## config.mk

```make
export PLATFORM = sky130hd
export DESIGN_NAME = qpsk_demod_flat
export DESIGN_NICKNAME = d
export VERILOG_FILES = /design/src/rtl/qpsk_pkg.sv /design/src/rtl/qpsk_demod_if.sv /design/src/rtl/qpsk_slicer.sv /design/src/rtl/qpsk_demod.sv /design/src/flat_wrapper.sv
export SDC_FILE = /design/constraint.sdc
export NUM_CORES = 1
export LEC_CHECK = 0
export CAP_MARGIN = 30
export CELL_PAD_IN_SITES_DETAIL_PLACEMENT = 1
export CELL_PAD_IN_SITES_GLOBAL_PLACEMENT = 1
export CORE_ASPECT_RATIO = 0.7
export CORE_MARGIN = 2
export CORE_UTILIZATION = 42
export CTS_BUF_LIST = sky130_fd_sc_hd__clkbuf_2
export DETAILED_ROUTE_END_ITERATION = 10
export PLACE_DENSITY_LB_ADDON = 0.1
export REMOVE_ABC_BUFFERS = 1
export SLEW_MARGIN = 10
export SYNTH_ARGS = -nofsm -noshare
export SYNTH_HDL_FRONTEND = slang
export SYNTH_SLANG_ARGS = --single-unit
```

## constraint.sdc

```tcl
create_clock -name clk -period 2.7 [get_ports clk]
set_input_delay 0.405 -clock clk [delete_from_list [all_inputs] [get_ports clk]]
set_output_delay 0.405 -clock clk [all_outputs]
set_load 0.01 [all_outputs]
```

## src/rtl/qpsk_pkg.sv

```systemverilog
// Shared Rx QPSK definitions: symbol record, packing geometry, Tx mapper level and
// the saturating magnitude helper used by the slicer.
package qpsk_pkg;

  localparam int unsigned QPSK_BITS    = 2;
  localparam int unsigned SYM_PER_BYTE = 4;

  // Tx mapper constellation level; the Rx slicer only looks at signs.
  localparam int signed QPSK_LEVEL = 1200;

  typedef struct packed {
    logic [QPSK_BITS-1:0] bits;
    logic                 last;
    logic                 lowm;
  } qpsk_sym_t;

  // |x| for a width-bit two's complement value held sign-extended in 32 bits.
  // The most negative code saturates to the largest positive magnitude.
  function automatic logic [31:0] abs_sat(input logic signed [31:0] x,
                                          input int unsigned         width);
    logic [31:0] lim;
    logic [31:0] mag;
    lim = (32'd1 << (width - 1)) - 32'd1;
    mag = x[31] ? $unsigned(-x) : $unsigned(x);
    return (mag > lim) ? lim : mag;
  endfunction

endpackage

```

## src/rtl/qpsk_demod_if.sv

```systemverilog
// Sample-in / byte-out stream bundle of the QPSK demodulator, plus the per-frame
// low-margin report. slave is the demodulator side, master the surrounding fabric.
interface qpsk_demod_if #(
  parameter int unsigned fft_depth = 12,
  parameter int unsigned CNT_W     = 16
);

  logic signed [fft_depth-1:0] in_i;
  logic signed [fft_depth-1:0] in_q;
  logic                        in_last;
  logic                        in_valid;
  logic                        in_ready;
  logic        [fft_depth-2:0] thr;

  logic [7:0]                  out_byte;
  logic                        out_last;
  logic                        out_valid;
  logic                        out_ready;

  logic [CNT_W-1:0]            lowm_cnt;
  logic                        lowm_valid;

  modport master (
    output in_i, in_q, in_last, in_valid, thr, out_ready,
    input  in_ready, out_byte, out_last, out_valid, lowm_cnt, lowm_valid
  );

  modport slave (
    input  in_i, in_q, in_last, in_valid, thr, out_ready,
    output in_ready, out_byte, out_last, out_valid, lowm_cnt, lowm_valid
  );

endinterface

```

## src/rtl/qpsk_slicer.sv

```systemverilog
// Combinational hard slicer: sign bits to a 2-bit symbol and a low-margin flag
// when the weaker of |I| and |Q| falls below the threshold.
module qpsk_slicer
  import qpsk_pkg::*;
#(
  parameter int unsigned fft_depth = 12
) (
  input  logic signed [fft_depth-1:0] in_i,
  input  logic signed [fft_depth-1:0] in_q,
  input  logic                        in_last,
  input  logic        [fft_depth-2:0] thr,
  output qpsk_sym_t                   sym
);

  logic [31:0] mag_i;
  logic [31:0] mag_q;
  logic [31:0] mag_min;

  always_comb begin
    mag_i   = abs_sat(32'(in_i), fft_depth);
    mag_q   = abs_sat(32'(in_q), fft_depth);
    mag_min = (mag_i < mag_q) ? mag_i : mag_q;

    // Non-negative samples (including zero) slice to 1.
    sym.bits = {~in_q[fft_depth-1], ~in_i[fft_depth-1]};
    sym.last = in_last;
    sym.lowm = (mag_min < 32'(thr));
  end

endmodule

```

## src/rtl/qpsk_demod.sv

```systemverilog
// QPSK Rx demodulator: slice register (S1), 4-slot byte packer (S2), output
// register (S3) on valid/ready, plus a saturating per-frame low-margin counter.
module qpsk_demod
  import qpsk_pkg::*;
#(
  parameter int unsigned fft_depth = 12,
  parameter int unsigned CNT_W     = 16
) (
  input logic         clk,
  input logic         rst_n,
  qpsk_demod_if.slave bus
);

  qpsk_sym_t        slice_sym;
  qpsk_sym_t        s1_sym_q;
  logic             s1_valid_q;
  logic [1:0]       k_q;
  logic [7:0]       acc_q;
  logic [7:0]       out_byte_q;
  logic             out_last_q;
  logic             out_valid_q;
  logic [CNT_W-1:0] run_q;
  logic [CNT_W-1:0] lowm_cnt_q;
  logic             lowm_valid_q;
  logic             init_q;

  logic             s1_done;
  logic             s3_free;
  logic             s1_stall;
  logic             s1_adv;
  logic             in_fire;
  logic [7:0]       slot_bits;
  logic [7:0]       acc_next;
  logic [CNT_W-1:0] run_next;

  qpsk_slicer #(
    .fft_depth(fft_depth)
  ) u_slicer (
    .in_i   (bus.in_i),
    .in_q   (bus.in_q),
    .in_last(bus.in_last),
    .thr    (bus.thr),
    .sym    (slice_sym)
  );

  always_comb begin
    s1_done  = s1_valid_q && ((k_q == 2'(SYM_PER_BYTE - 1)) || s1_sym_q.last);
    s3_free  = !out_valid_q || bus.out_ready;
    // Only a byte-completing symbol needs room in S3; all others merge into acc.
    s1_stall = s1_done && !s3_free;
    s1_adv   = s1_valid_q && !s1_stall;
    in_fire  = bus.in_valid && bus.in_ready;

    slot_bits = 8'(s1_sym_q.bits) << {k_q, 1'b0};
    acc_next  = acc_q | slot_bits;

    run_next = run_q;
    if (s1_sym_q.lowm && (run_q != '1)) begin
      run_next = run_q + CNT_W'(1);
    end
  end

  // Held low until the first clock after reset release.
  always_ff @(posedge clk or negedge rst_n) begin
    if (!rst_n) begin
      init_q <= 1'b0;
    end else begin
      init_q <= 1'b1;
    end
  end

  // S1: sliced symbol register.
  always_ff @(posedge clk or negedge rst_n) begin
    if (!rst_n) begin
      s1_valid_q <= 1'b0;
      s1_sym_q   <= '0;
    end else if (in_fire) begin
      s1_valid_q <= 1'b1;
      s1_sym_q   <= slice_sym;
    end else if (s1_adv) begin
      s1_valid_q <= 1'b0;
    end
  end

  // S2: packer, first symbol of a byte lands in the LSBs.
  always_ff @(posedge clk or negedge rst_n) begin
    if (!rst_n) begin
      k_q   <= '0;
      acc_q <= '0;
    end else if (s1_adv) begin
      if (s1_done) begin
        k_q   <= '0;
        acc_q <= '0;
      end else begin
        k_q   <= k_q + 2'd1;
        acc_q <= acc_next;
      end
    end
  end

  // S3: output register.
  always_ff @(posedge clk or negedge rst_n) begin
    if (!rst_n) begin
      out_valid_q <= 1'b0;
      out_byte_q  <= '0;
      out_last_q  <= 1'b0;
    end else if (s1_adv && s1_done) begin
      out_valid_q <= 1'b1;
      out_byte_q  <= acc_next;
      out_last_q  <= s1_sym_q.last;
    end else if (bus.out_ready) begin
      out_valid_q <= 1'b0;
    end
  end

  // Low-margin counter: runs per symbol leaving S1, reported and cleared on last.
  always_ff @(posedge clk or negedge rst_n) begin
    if (!rst_n) begin
      run_q        <= '0;
      lowm_cnt_q   <= '0;
      lowm_valid_q <= 1'b0;
    end else begin
      lowm_valid_q <= 1'b0;
      if (s1_adv) begin
        if (s1_sym_q.last) begin
          lowm_cnt_q   <= run_next;
          lowm_valid_q <= 1'b1;
          run_q        <= '0;
        end else begin
          run_q <= run_next;
        end
      end
    end
  end

  assign bus.in_ready   = init_q && !s1_stall;
  assign bus.out_byte   = out_byte_q;
  assign bus.out_last   = out_last_q;
  assign bus.out_valid  = out_valid_q;
  assign bus.lowm_cnt   = lowm_cnt_q;
  assign bus.lowm_valid = lowm_valid_q;

endmodule

```

## src/flat_wrapper.sv

```systemverilog
// flat-port wrapper written by rule: the top's interface ports become plain ports
module qpsk_demod_flat import qpsk_pkg::*;
#(
  parameter int unsigned fft_depth = 12,
  parameter int unsigned CNT_W     = 16
)
  (clk, rst_n, bus_in_i, bus_in_q, bus_in_last, bus_in_valid, bus_thr, bus_out_ready, bus_in_ready, bus_out_byte, bus_out_last, bus_out_valid, bus_lowm_cnt, bus_lowm_valid);
  qpsk_demod_if #(.fft_depth(fft_depth), .CNT_W(CNT_W)) bus_i ();
  input logic clk;
  input logic rst_n;
  input wire logic [$bits(bus_i.in_i)-1:0] bus_in_i;
  input wire logic [$bits(bus_i.in_q)-1:0] bus_in_q;
  input wire logic [$bits(bus_i.in_last)-1:0] bus_in_last;
  input wire logic [$bits(bus_i.in_valid)-1:0] bus_in_valid;
  input wire logic [$bits(bus_i.thr)-1:0] bus_thr;
  input wire logic [$bits(bus_i.out_ready)-1:0] bus_out_ready;
  output wire logic [$bits(bus_i.in_ready)-1:0] bus_in_ready;
  output wire logic [$bits(bus_i.out_byte)-1:0] bus_out_byte;
  output wire logic [$bits(bus_i.out_last)-1:0] bus_out_last;
  output wire logic [$bits(bus_i.out_valid)-1:0] bus_out_valid;
  output wire logic [$bits(bus_i.lowm_cnt)-1:0] bus_lowm_cnt;
  output wire logic [$bits(bus_i.lowm_valid)-1:0] bus_lowm_valid;
  assign bus_i.in_i = bus_in_i;
  assign bus_i.in_q = bus_in_q;
  assign bus_i.in_last = bus_in_last;
  assign bus_i.in_valid = bus_in_valid;
  assign bus_i.thr = bus_thr;
  assign bus_i.out_ready = bus_out_ready;
  assign bus_in_ready = bus_i.in_ready;
  assign bus_out_byte = bus_i.out_byte;
  assign bus_out_last = bus_i.out_last;
  assign bus_out_valid = bus_i.out_valid;
  assign bus_lowm_cnt = bus_i.lowm_cnt;
  assign bus_lowm_valid = bus_i.lowm_valid;
  qpsk_demod #(.fft_depth(fft_depth), .CNT_W(CNT_W)) u_core (.clk(clk), .rst_n(rst_n), .bus(bus_i));
endmodule
```

# ---- Yosys cells after proc, flatten, opt, wreduce, memory -nomap -nowiden
# Index checks and enable logic that the tools add are counted.
dict set report totals {
  reg_bits 59
  inputBits 40
  wordCells 57
}
dict set report classes {
  n_shift 1
  muxes 15
  n_reduce_logical 15
  n_eq_ne 2
  n_addsub 4
  bitwise 3
  magnitude_cmp 4
}
# cell n
set ops {}
lappend ops {{two-way mux 32 bit} 5}
lappend ops {{greater-than comparator 32 x 11 -> 1 bit, second input constant} 2}
lappend ops {{negator 12 -> 32 bit} 2}
lappend ops {{less-than comparator 32 x 11 -> 1 bit} 1}
lappend ops {{less-than comparator 32 bit} 1}
lappend ops {{two-way mux 16 bit} 2}
lappend ops {{adder 16 x 1 -> 16 bit, second input constant} 1}
lappend ops {{inequality test 16 bit, second input constant} 1}
lappend ops {{two-way mux 8 bit} 1}
lappend ops {{OR 8 bit} 1}
lappend ops {{<< shifter 2 x 3 -> 8 bit} 1}
lappend ops {{logical AND 1 bit} 7}
lappend ops {{two-way mux 1 bit} 6}
lappend ops {{nonzero test 2 bit} 2}
lappend ops {{zero test 1 bit} 3}
lappend ops {{adder 2 x 1 -> 2 bit, second input constant} 1}
lappend ops {{== test 2 bit, second input constant} 1}
lappend ops {{logical OR 1 bit} 2}
lappend ops {{two-way mux 2 bit} 1}
lappend ops {{inverter 1 bit} 2}
lappend ops {{AND reduction 2 bit} 1}

# ---- Longest topological paths before layout
# Gate-level depths: netlist of run 1.
dict set report logic_depth {
  word_depth 8
  ltp_mapped 21
  mapped_depth_nobuf 21
}

# ---- Hierarchy
# A second synthesis of run 1 with hierarchy kept.
dict set report unflattened {
  hier_cells 550
  area_unflattened_um2 4520.6
}
# module cells_per_inst n_inst area_per_inst_um2
set by_module_without_submodules {}
lappend by_module_without_submodules {qpsk_demod 302 1 2849.0}
lappend by_module_without_submodules {qpsk_slicer 248 1 1671.6}

# ---- Worst setup path after synthesis of run 1
# Ideal clock, no wire load.
dict set report synth_path {
  path_type {input port to flip-flop}
  startpoint {input port bus_in_i[5]}
  endpoint {register u_core.s1_sym_q[0] (netlist bit)}
  required_time_ns 2.620
  path_buffers 1
  arrival_ns 4.540
  path_slack_ns -1.920
  stages 21
  cell_sequence {nor4_2 > nand2b_1 > or3_1 > clkbuf_1 > nand2_1 > mux2i_1 > inv_1 > ha_1 > nand4_1 > a21oi_1 > o31ai_1 > a41oi_2 > nor2_4 > mux2_1 > ha_1 > o21a_1 > o21ai_0 > a21oi_1 > a21oi_1 > or4b_4 > o211ai_2}
}
dict set report synth_between {
  elab_chain_cells 7
}
# item line_no
set synth_rtl {}
lappend synth_rtl {{from (decl)} flat_wrapper.sv:11} ;# input wire logic [$bits(bus_i.in_i)-1:0] bus_in_i;
lappend synth_rtl {{negator 12 -> 32 bit} qpsk_pkg.sv:24} ;# mag = x[31] ? $unsigned(-x) : $unsigned(x);
lappend synth_rtl {{two-way mux 32 bit (*)} qpsk_pkg.sv:24}
lappend synth_rtl {{greater-than comparator 32 x 11 -> 1 bit} qpsk_pkg.sv:25} ;# return (mag > lim) ? lim : mag;
lappend synth_rtl {{two-way mux 32 bit (*)} qpsk_pkg.sv:25}
lappend synth_rtl {{less-than comparator 32 bit} qpsk_slicer.sv:22} ;# mag_min = (mag_i < mag_q) ? mag_i : mag_q;
lappend synth_rtl {{two-way mux 32 bit (*)} qpsk_slicer.sv:22}
lappend synth_rtl {{less-than comparator 32 x 11 -> 1 bit (*)} qpsk_slicer.sv:27} ;# sym.lowm = (mag_min < 32'(thr));
lappend synth_rtl {{to (signal assigned)} qpsk_demod.sv:79} ;# s1_sym_q <= slice_sym;
lappend synth_rtl {{to (decl)} qpsk_demod.sv:15} ;# qpsk_sym_t s1_sym_q;
# Mark *: on every way between the ends. The rest lies on a longest branch, timed or not.
# A chain may end at the register's enable or synchronous reset.

# ---- Worst setup path after layout of run 1
dict set report layout_path {
  startpoint {input port bus_in_q[4]}
  endpoint {register u_core.s1_sym_q[0] (netlist bit)}
}
dict set report layout_between {
  elab_chain_cells 7
}
# item line_no
set layout_rtl {}
lappend layout_rtl {{from (decl)} flat_wrapper.sv:12} ;# input wire logic [$bits(bus_i.in_q)-1:0] bus_in_q;
lappend layout_rtl {{negator 12 -> 32 bit} qpsk_pkg.sv:24}
lappend layout_rtl {{two-way mux 32 bit (*)} qpsk_pkg.sv:24}
lappend layout_rtl {{greater-than comparator 32 x 11 -> 1 bit} qpsk_pkg.sv:25}
lappend layout_rtl {{two-way mux 32 bit (*)} qpsk_pkg.sv:25}
lappend layout_rtl {{less-than comparator 32 bit} qpsk_slicer.sv:22}
lappend layout_rtl {{two-way mux 32 bit (*)} qpsk_slicer.sv:22}
lappend layout_rtl {{less-than comparator 32 x 11 -> 1 bit (*)} qpsk_slicer.sv:27}
# Marked as above.

==> impl_metrics.csv, run 1 <==
group,metric,value,unit
routing,via_per_inst,6.10,
cells_and_area,fin_nets,825,
cells_and_area,layoutNonFillerInstCount,878,
synthesis,ys_types,60,
synthesis,ys_seq_area_share,33.0,%
sta,tightest_slew,0.764,ns
setup_path,path_buf_inv,4,
pwr,switching_share,42.5,%
clock_network,h-tree-depth,3,
routing,final_antenna_net_count,0,
placement,dp.cells,812,
synthesis,syn_area,4480,µm²
routing,via_count,5360,
global_route,grt_use_met2,54.8,%
pwr,power,3.31,mW
pwr,p_clk_share,14.2,%
routing,drc_errors,0,
synthesis,netlist_top_cells_area,"dfrtp_1 (33%), ha_1 (12%), o21ai_0 (6.4%)",
setup_path,crit_path_start_kind,"input pin",
global_route,grt_pass1_wl,28.5,mm
synthesis,syn_area_per_cell,8.54,µm²
setup_path,critical-path-max-stage-delay,0.49,ns
clock_network,root_buffer,"clkbuf_2",
clock_network,cts_made_buffers,9,
floorplanning,core_area,10400,µm²
placement,place.gp.congestion,0.888,
setup_path,cp_top_family,"compound AO/OA/AOI/OAI gates",
synthesis,synth_top_area_share,33.0,%
sta,skew,0.0241,ns
clock_network,ctsHoldBuffers,0,
floorplanning,die-width,127,µm
sta,finalHoldViolations,3,
floorplanning,dieArea,11500,µm²
placement,post-place-ws,-2.65,ns
routing,wl,21.2,mm
cells_and_area,antenna_cells,0,
synthesis,yosys.area.top_type,"dfrtp_1",
setup_path,endpoint_kind,"flop",
sta,layout_setup_ws,-2.04,ns
synthesis,synthTopCellsByCount,"nand2_1 (75), dfrtp_1 (59), o21ai_0 (57), ha_1 (44)",
flow_run,maxCapViolCount,0,
global_route,grt_max_degree,60,
cells_and_area,syn_to_final_growth,52.3,%
pwr,combPwrFrac,48.0,%
synthesis,dominantRegCellSynth,"dfrtp_1",
clock_network,cts_buffer_depth,2,
floorplanning,row_count,31,
sta,rsz0062_at_grt,"yes",
setup_path,path_max_fanout,8,
setup_path,cp_data_arrival_time,5.21,ns
floorplanning,die_h,90.4,µm
global_route,use_met3,8.12,%
placement,hpwl,11.0,mm
sta,hold_slack,-0.00257,ns
clock_network,clk_latency,0.54,ns
global_route,met1_usage,37.5,%
sta,drv_slew,0,
sta,finalSetupViolCount,2,
pwr,p_int,1.90,mW
run_status,status,"finished, violations left",
setup_path,cp_cell_sequence,"buf_2 > buf_6 > nor4_4 > nand2_2 > o41ai_4 > xor2_1 > nand2_1 > inv_1 > ha_1 > o21ai_1 > o21ai_1 > o2111ai_2 > a41oi_2 > buf_4 > o21ai_0 > o31a_2 > ha_1 > a21o_1 > a21oi_1 > o211ai_1 > a21oi_2 > or4b_4 > o211ai_2",
pwr,p_switching,1.41,mW
synthesis,synthCells,524,
clock_network,cts.sinks,59,
global_route,groute.usage.overall,31.8,%
run_status,violations,"negative hold slack, negative setup slack",
sta,period_needed,4.74,ns
pwr,p_seq_share,37.8,%
pwr,ir_drop,0.471,mV
routing,drtIter0Drc,429,
global_route,top_usage_layer,"met2",
sta,fin_crit_sh,175,%
setup_path,required,3.18,ns
routing,wl_per_cell,24.2,µm
pwr,p_per_area,485,nW/µm²
sta,slew_headroom,49.1,%
sta,fmax,211,MHz
setup_path,cp_slowest_cell,"or4b_4",
global_route,antenna_found_initial,0,
clock_network,cts_tree,"done",
cells_and_area,final_util,65.8,%
pwr,p_leak,3.18,nW
synthesis,synth_edf_count,0,
cells_and_area,drive_gt1_share,31.0,%
floorplanning,initial_core_util,43.2,%
placement,port_buffers,67,
synthesis,yosys_warnings,0,
worst_hold_path,hold_class,"input pin to asynchronous set/reset pin",
routing,first_pass_iters,5,
synthesis,postSynthRegisterBits,59,
synthesis,yosysMostFrequentCell,"nand2_1",
global_route,grt.overflow.total,0,
clock_network,clk_pin_slew,0.18,ns
floorplanning,io_pins,68,
global_route,grt_pass1_vias,5332,
setup_path,critPathKind,"input pin to flop",
synthesis,synthArstFlopShare,100,%
flip-flops by register name, indices dropped and copies added (netlist names):
name	count
u_core.acc_q	8
u_core.init_q	1
u_core.bus.out_last	1
u_core.s1_valid_q	1
u_core.run_q	16
u_core.bus.lowm_cnt	16
u_core.k_q	2
u_core.s1_sym_q	4
u_core.bus.lowm_valid	1
u_core.bus.out_byte	8
u_core.bus.out_valid	1
layer usage:
metal	wire, µm	up-vias
met4	1370	0
li1	-	2297
met3	1480	130
met2	10200	321
met5	0	-
met1	8140	2612
cell type report:
class	instances	area [µm²]
clock inverter	7	35.0
sequential	59	1480
timing repair buffer	190	1600
tap	132	165
inverter	25	93.8
multi-input combinational	456	3400
clock buffer	9	45.0
fill	1198	3540
what timing repair did:
action | in CTS | in global routing
endpoints found under the setup margin | 2 | 2
gates resized for setup | 143 | 22
pin swaps | 50 | 30
buffers inserted | 40 | 10
cells by family (layout without fill, tap and decap cells):
logic type	count (synthesis)	count (layout)	share of synthesized area, %
buffers and inverters	48	231	4.05
multiplexers	12	12	2.85
XOR/XNOR	27	27	5.28
AO/OA/AOI/OAI	163	163	23.9
flip-flops	59	59	33.0
other	2	41	0.168
adder cells (fa/ha/maj)	44	44	12.3
AND/OR/NAND/NOR	169	169	18.4
worst register-to-register path, delay by kind of cell, from the launching register on:
kind	cells	cell delay (ns)
compound gates	5	0.87
flops	1	0.61
buf+inv	4	0.59
fa+ha+maj	1	0.30
simple gates	1	0.09
placed cells by master (no fill, tap or decap), drive strengths merged, types with 9 or more instances in the layout:
| cell type | count |
|---|---|
| buf | 134 |
| nand3 | 12 |
| inv | 25 |
| nand2 | 75 |
| a31oi | 9 |
| dlygate4sd2 | 9 |
| o21ai | 57 |
| conb | 41 |
| xor2 | 19 |
| clkdlybuf4s50 | 42 |
| nor2 | 36 |
| and3 | 10 |
| dfrtp | 59 |
| a21oi | 35 |
| o31ai | 13 |
| ha | 44 |
| clkbuf | 9 |
| nand4 | 11 |
power by group through the flow:
stage | clock network [mW] | logic [mW] | registers (mW)
finish | 0.469 | 1.59 | 1.25
global route | 0.514 | 1.67 | 1.26
CTS | 0.460 | 1.31 | 1.22
detailed placement | 0 | 1.15 | 1.23
global placement | 0 | 1.10 | 1.22
floorplan | 0 | 0.562 | 1.25
path summary, 6_finish.rpt:
| check | startpoint | to | slack [ns] | cells after the start |
|---|---|---|---|---|
| max | bus_in_q[4] | u_core.s1_sym_q[0]$_DFFE_PN0P_ | -2.04 | 23 |
| max in group asynchronous | rst_n | u_core.acc_q[1]$_DFFE_PN0P_ | 2.19 | 2 |
| max reg2reg | u_core.k_q[1]$_DFFE_PN0P_ | u_core.s1_sym_q[0]$_DFFE_PN0P_ | 0.12 | 11 |
| min reg2reg | u_core.bus.lowm_cnt[1]$_DFFE_PN0P_ | u_core.bus.lowm_cnt[1]$_DFFE_PN0P_ | 0.50 | 2 |
| min in group clk | bus_in_last | u_core.s1_sym_q[1]$_DFFE_PN0P_ | 0.48 | 3 |
| min | rst_n | u_core.run_q[14]$_DFFE_PN0P_ | -0.003 | 2 |
stage by stage:
stage                     cell area (µm²)  hold WS [ns]  setup TNS [ns]
after detailed placement             5910         0.469           -2.65
after CTS                            6630        0.0124           -1.40
final                                6820      -0.00257           -2.32
after global placement               5910         0.462           -2.41
after global routing                 6820       0.00880           -2.44
after floorplan                      4530         0.109           -1.88
Note: power is estimated with default switching activity, not from simulation.
==> inputs of run 2 (changes only) <==
--- a/config.mk
+++ b/config.mk
@@ -5,12 +5,13 @@
 export SDC_FILE = /design/constraint.sdc
 export NUM_CORES = 1
 export LEC_CHECK = 0
+export ABC_AREA = 1
 export CAP_MARGIN = 30
 export CELL_PAD_IN_SITES_DETAIL_PLACEMENT = 1
 export CELL_PAD_IN_SITES_GLOBAL_PLACEMENT = 1
 export CORE_ASPECT_RATIO = 0.7
-export CORE_MARGIN = 2
-export CORE_UTILIZATION = 42
+export CORE_MARGIN = 10
+export CORE_UTILIZATION = 41
 export CTS_BUF_LIST = sky130_fd_sc_hd__clkbuf_2
 export DETAILED_ROUTE_END_ITERATION = 10
 export PLACE_DENSITY_LB_ADDON = 0.1
==> run 2 against run 1 <==
Net effect: power shrank 9.8%; the flow finishes with violations (negative setup slack); synthesized cell count grew 6.9%; setup slack gained 0.80 ns; combinational power shrank 25%; count of clock-buffer cells in the layout is the same; die area grew 28%; register-to-register slack lost 0.12 ns; critical endpoint unchanged.
==> impl_metrics.csv, run 2 <==
group,metric,value,unit
synthesis,syn_area_per_cell,7.47,µm²
setup_path,cp_slowest_cell,"or3_4",
synthesis,muxShareOfSynthArea,0,%
clock_network,cts_tree,"done",
global_route,grt_max_degree,40,
setup_path,critical-path-max-stage-delay,0.36,ns
synthesis,ys_seq_area_share,35.3,%
flow_run,maxCapViolCount,0,
cells_and_area,drive_gt1_share,27.6,%
synthesis,synth-compound-area-share,16.3,%
cells_and_area,layoutNonFillerInstCount,896,
floorplanning,row_count,30,
global_route,grt_pass1_vias,5170,
floorplanning,initial_core_util,42.5,%
clock_network,clk_pin_slew,0.21,ns
setup_path,required,3.15,ns
cells_and_area,syn_to_final_growth,53.8,%
global_route,grt_pass1_wl,24.9,mm
cells_and_area,fin_nets,846,
clock_network,clk_latency,0.56,ns
placement,dp.cells,853,
synthesis,ys_types,35,
synthesis,synthCells,560,
placement,hpwl,10.9,mm
clock_network,root_buffer,"clkbuf_2",
synthesis,synth_edf_count,0,
routing,drtIter0Drc,430,
setup_path,cpMostUsedCell,"nand2_2",
synthesis,synth_xor_area_share,3.14,%
sta,period_needed,3.94,ns
routing,via_count,4976,
synthesis,synth_fa_ha_area_share,13.2,%
global_route,groute.usage.overall,20.1,%
sta,hold_slack,0.163,ns
routing,final_antenna_net_count,0,
cells_and_area,final_common_cell,"nand2_1",
synthesis,synth-simple-area-share,23.0,%
setup_path,path_max_fanout,8,
synthesis,syn_area,4180,µm²
synthesis,yosysMostFrequentCell,"nand2_1",
sta,layout_setup_ws,-1.24,ns
synthesis,yosys_warnings,0,
floorplanning,io_pins,68,
setup_path,endpoint_kind,"flop",
routing,first_pass_iters,7,
setup_path,crit_path_start_kind,"input pin",
floorplanning,die-width,141,µm
run_status,violations,"negative setup slack",
routing,wl_per_cell,21.9,µm
sta,finalSetupViolCount,1,
run_status,status,"finished, violations left",
placement,place.gp.congestion,0.800,
sta,skew,0.0480,ns
synthesis,synth_top_family_by_area,"simple AND/OR/NAND/NOR gates",
global_route,grt.overflow.total,0,
pwr,p_per_area,463,nW/µm²
sta,rsz0062_at_grt,"yes",
sta,drv_slew,0,
setup_path,critPathKind,"input pin to flop",
pwr,p_leak,3.20,nW
clock_network,cts_buffer_depth,2,
floorplanning,dieArea,14700,µm²
sta,tightest_slew,0.643,ns
clock_network,cts.sinks,59,
pwr,ir_drop,0.288,mV
worst_hold_path,hold_class,"input pin to asynchronous set/reset pin",
clock_network,h-tree-depth,3,
placement,port_buffers,67,
pwr,power,2.98,mW
routing,drc_errors,0,
synthesis,postSynthRegisterBits,59,
synthesis,synthTopCellsByCount,"nand2_1 (118), inv_1 (87), dfrtp_1 (59), o21ai_0 (59), ha_1 (44)",
floorplanning,core_area,9830,µm²
sta,slew_headroom,57.0,%
synthesis,synthArstFlopShare,100,%
synthesis,netlist_top_cells_area,"dfrtp_1 (35%), ha_1 (13%), nand2_1 (11%)",
clock_network,cts_made_buffers,9,
cells_and_area,final_cell_mix,"nand2_1 (101), buf_4 (84), inv_1 (80), dfrtp_1 (57), clkdlybuf4s50_1 (51)",
synthesis,synth_top_area_share,35.3,%
synthesis,yosys.area.top_type,"dfrtp_1",
sta,fin_crit_sh,146,%
floorplanning,die_h,105,µm
routing,wl,19.6,mm
setup_path,cp_data_arrival_time,4.38,ns
sta,fmax,254,MHz
sta,finalHoldViolations,0,
synthesis,dominantRegCellSynth,"dfrtp_1",
sta,tns,-1.24,ns
routing,via_per_inst,5.55,
global_route,antenna_found_initial,1,
[run 2: cell types whose count changed after synthesis, sizes merged, moves of 8 or more]
| cell | before | now |
|---|---|---|
| o31ai | 13 | 0 |
| o22ai | 2 | 15 |
| nor2 | 36 | 45 |
| xnor2 | 8 | 0 |
| clkbuf | 18 | 8 |
| and3 | 10 | 0 |
| nand2 | 75 | 124 |
| nor3 | 4 | 14 |
| inv | 25 | 89 |
[run 2: critical path: cells and delay by family]
kind	cells	cell delay, ns
and+or+nand+nor	20	2.05
buffers and inverters	3	0.68
AOI/OAI and AO/OA	5	0.65
adders and majority gates	2	0.57
[run 2: cell type report]
cell class              instances  area (µm²)
fillers                      1202        3400
multi-input cells             441        2860
flip-flops and latches         59        1480
repair buffers                159        1420
inverters                      90         353
well taps                     128         160
clock inverters                 7         100
clock buffers                   9        45.0
repair inverters                2        15.0
diodes                          1        2.50
[run 2: stage by stage]
| step | cell area [µm²] | util (%) | setup slack [ns] |
|---|---|---|---|
| after floorplan | 4290 | - | -1.14 |
| after global placement | 5630 | 57.3 | -1.83 |
| after detailed placement | 5630 | 57.3 | -2.18 |
| after CTS | 5960 | 60.6 | -1.18 |
| after global routing | 6430 | 65.4 | -1.34 |
| final | 6430 | 65.4 | -1.24 |
[run 2: per-layer routing]
layer	global-route usage (%)	routed length (µm)	vias to the layer above
met3	3.97	1080	68
met5	0	0	-
met4	6.10	944	0
li1	-	-	2222
met1	22.5	7690	2483
met2	37.2	9900	203
[run 2: cell families (layout without fill, tap and decap cells)]
| kind of cell | count (synthesis) | after routing |
|---|---|---|
| AO/OA/AOI/OAI | 123 | 123 |
| XOR/XNOR | 15 | 15 |
| adder cells (fa/ha/maj) | 44 | 44 |
| buffers and inverters | 99 | 267 |
| flip-flops | 59 | 59 |
| other | 2 | 42 |
| AND/OR/NAND/NOR | 218 | 218 |
[run 2: path summary, 6_finish.rpt]
kind	depth (start not counted)	startpoint	slack (ns)	end
min reg2reg	2	u_core.bus.lowm_cnt[7]$_DFFE_PN0P_	0.51	u_core.bus.lowm_cnt[7]$_DFFE_PN0P_
max	30	bus_in_q[2]	-1.24	u_core.s1_sym_q[0]$_DFFE_PN0P_
min in group clk	3	bus_in_q[11]	0.36	u_core.s1_sym_q[3]$_DFFE_PN0P_
min	2	rst_n	0.16	u_core.bus.lowm_cnt[10]$_DFFE_PN0P_
max reg2reg	8	u_core.k_q[0]$_DFFE_PN0P_	0	u_core.run_q[13]$_DFFE_PN0P_
max in group asynchronous	4	rst_n	1.88	u_core.acc_q[2]$_DFFE_PN0P_
[run 2: repair_timing]
item / 4_1_cts / 5_1_grt
hold buffers: 1 / 0
endpoints found under the setup margin: 2 / 17
hold endpoints to repair: 1 / 0
buffers inserted: 11 / 11
pin swaps: 31 / 50
gates cloned: 1 / 1
resized for setup: 48 / 99
[run 2: power by group]
part           internal [mW]  switching (mW)  total (mW)  leakage [nW]
combinational          0.529           0.671        1.20          2.32
clock                  0.313           0.413       0.726        0.0865
sequential             0.980          0.0754        1.06         0.796
==> inputs of run 3 (changes only) <==
--- a/config.mk
+++ b/config.mk
@@ -11,9 +11,10 @@
 export CELL_PAD_IN_SITES_GLOBAL_PLACEMENT = 1
 export CORE_ASPECT_RATIO = 0.7
 export CORE_MARGIN = 10
-export CORE_UTILIZATION = 41
+export CORE_UTILIZATION = 48
 export CTS_BUF_LIST = sky130_fd_sc_hd__clkbuf_2
 export DETAILED_ROUTE_END_ITERATION = 10
+export DONT_BUFFER_PORTS = 1
 export PLACE_DENSITY_LB_ADDON = 0.1
 export REMOVE_ABC_BUFFERS = 1
 export SLEW_MARGIN = 10
==> run 3 against run 2 <==
Net effect: the run ends with negative hold slack, negative setup slack left; maximum frequency fell by 2.3%; setup slack got worse by 0.092 ns; routed wire length fell by 18%; combinational power fell by 33%; core utilization fell by 2.3 points; sequential share of layout area rose by 4.6 points; via count fell by 9.1%.
==> impl_metrics.csv, run 3 (synthesis results as in run 2) <==
group,metric,value,unit
clock_network,cts_buffer_depth,2,
run_status,status,"finished, violations left",
clock_network,clk_pin_slew,0.24,ns
cells_and_area,syn_to_final_growth,27.9,%
clock_network,root_buffer,"clkbuf_2",
clock_network,cts.sinks,59,
global_route,groute.usage.overall,19.0,%
global_route,use_met3,5.32,%
cells_and_area,final_common_cell,"nand2_1",
setup_path,crit_path_start_kind,"input pin",
floorplanning,row_count,28,
floorplanning,die-width,132,µm
placement,port_buffers,0,
sta,fmax,248,MHz
global_route,grt_max_degree,60,
pwr,ir_drop,0.318,mV
global_route,top_usage_layer,"met2",
setup_path,endpoint_kind,"flop",
pwr,p_leak,2.74,nW
sta,tightest_slew,0.519,ns
sta,layout_setup_ws,-1.33,ns
sta,drv_slew,0,
setup_path,critical-path-max-stage-delay,0.38,ns
sta,finalHoldViolations,1,
placement,place_area,4820,µm²
global_route,grt_pass1_vias,4418,
setup_path,critPathKind,"input pin to flop",
routing,via_count,4522,
global_route,grt_use_met2,33.3,%
cells_and_area,final_cell_mix,"nand2_1 (113), inv_1 (83), buf_4 (61), dfrtp_1 (59), o21ai_0 (51)",
setup_path,cp_slowest_cell,"or3_4",
setup_path,cpMostUsedCell,"nand2_1",
sta,period_needed,4.03,ns
pwr,p_per_area,492,nW/µm²
sta,hold_slack,-0.0163,ns
routing,wl_per_cell,20.1,µm
sta,finalSetupViolCount,2,
clock_network,h-tree-depth,3,
setup_path,required,3.18,ns
global_route,antenna_found_initial,1,
setup_path,path_max_fanout,7,
cells_and_area,n_fill_cell,1095,
routing,final_antenna_net_count,0,
clock_network,clk_latency,0.57,ns
flow_run,maxCapViolCount,0,
sta,rsz0062_at_grt,"yes",
global_route,grt_pass1_wl,20.9,mm
placement,hpwl,10.1,mm
routing,via_per_inst,5.67,
floorplanning,core_area,8480,µm²
sta,skew,0.0413,ns
clock_network,cts_made_buffers,9,
cells_and_area,drive_gt1_share,19.2,%
routing,drtIter0Drc,390,
cells_and_area,fin_nets,756,
sta,fin_crit_sh,149,%
global_route,met1_usage,22.8,%
floorplanning,io_pins,68,
run_status,violations,"negative hold slack, negative setup slack",
routing,drc_errors,0,
sta,slew_headroom,65.3,%
floorplanning,dieArea,12900,µm²
global_route,grt.overflow.total,0,
setup_path,cp_data_arrival_time,4.51,ns
cells_and_area,finish.instance_area,5350,µm²
floorplanning,initial_core_util,49.3,%
worst_hold_path,hold_class,"input pin to flop",
routing,wl,16.1,mm
placement,place.gp.congestion,0.811,
clock_network,cts_tree,"done",
floorplanning,die_h,98.1,µm
routing,first_pass_iters,5,
## run 3: cell count changes in the layout (fill, tap and decap cells not counted), sizes merged
| cell | previous run | this run |
|---|---|---|
| buf | 94 | 67 |
| clkdlybuf4s15 | 2 | 0 |
| clkdlybuf4s50 | 51 | 0 |
| clkinv | 5 | 6 |
| dlygate4sd2 | 4 | 0 |
| dlygate4sd3 | 1 | 2 |
| dlymetal6s2s | 7 | 0 |
| inv | 88 | 87 |
## run 3: timing repair
action | CTS | global route
hold endpoints to repair | 60 | 0
cloned | 1 | 1
pin swaps | 0 | 28
resized for setup | 7 | 48
hold buffers | 3 | 0
buffers inserted | 3 | 13
setup endpoints to repair | 1 | 19
## run 3: worst paths after layout
path,startpoint,end,slack (ns),cells past startpoint
worst max-delay path,bus_in_q[1],u_core.s1_sym_q[0]$_DFFE_PN0P_,-1.33,29
worst min-delay path,bus_in_last,u_core.s1_sym_q[1]$_DFFE_PN0P_,-0.02,2
min in group asynchronous,rst_n,u_core.run_q[7]$_DFFE_PN0P_,0.33,2
max in group asynchronous,rst_n,u_core.run_q[14]$_DFFE_PN0P_,2.08,2
worst max register to register,u_core.run_q[7]$_DFFE_PN0P_,u_core.run_q[14]$_DFFE_PN0P_,-0.01,12
worst min register to register,u_core.acc_q[0]$_DFFE_PN0P_,u_core.acc_q[0]$_DFFE_PN0P_,0.57,2
## run 3: final cells by class
class | instances | area (µm²) | share of cell area, %
Antenna cell | 1 | 2.50 | 0.0468
Clock buffer | 9 | 45.0 | 0.842
Clock inverter | 7 | 100 | 1.87
Inverter | 90 | 387 | 7.23
Multi-Input combinational cell | 441 | 2600 | 48.7
Sequential cell | 59 | 1480 | 27.6
Tap cell | 120 | 150 | 2.81
Timing Repair Buffer | 69 | 571 | 10.7
Timing Repair inverter | 2 | 15.0 | 0.281
## run 3: stage by stage
| step | util [%] | TNS [ns] | std cells | worst slack, ns | total power [mW] |
|---|---|---|---|---|---|
| floorplan | - | -1.14 | 590 | -1.14 | 1.48 |
| global placement | 56.8 | -1.43 | 760 | -1.43 | 1.65 |
| detailed placement | 56.8 | -1.90 | 760 | -1.90 | 1.70 |
| CTS | 59.7 | -0.941 | 783 | -0.941 | 2.44 |
| global route | 63.1 | -1.66 | 798 | -1.47 | 2.76 |
| finish | 63.1 | -1.34 | 798 | -1.33 | 2.63 |
## run 3: critical path: cells and delay by family
family | cells | cell delay, ns
AND/OR/NAND/NOR | 15 | 1.81
AO/OA/AOI/OAI | 5 | 0.84
adder cells (fa/ha/maj) | 3 | 0.82
buffers and inverters | 6 | 0.60
## run 3: metal layers
metal  wire, µm  up-vias
met1       6400     2250
met5          0        -
li1           -     2042
met3       1010       45
met4        502        0
met2       8150      185
## run 3: where the power goes
group | switching [mW] | internal [mW]
sequential | 0.114 | 0.979
clock | 0.419 | 0.315
combinational | 0.489 | 0.318
total | 1.02 | 1.61
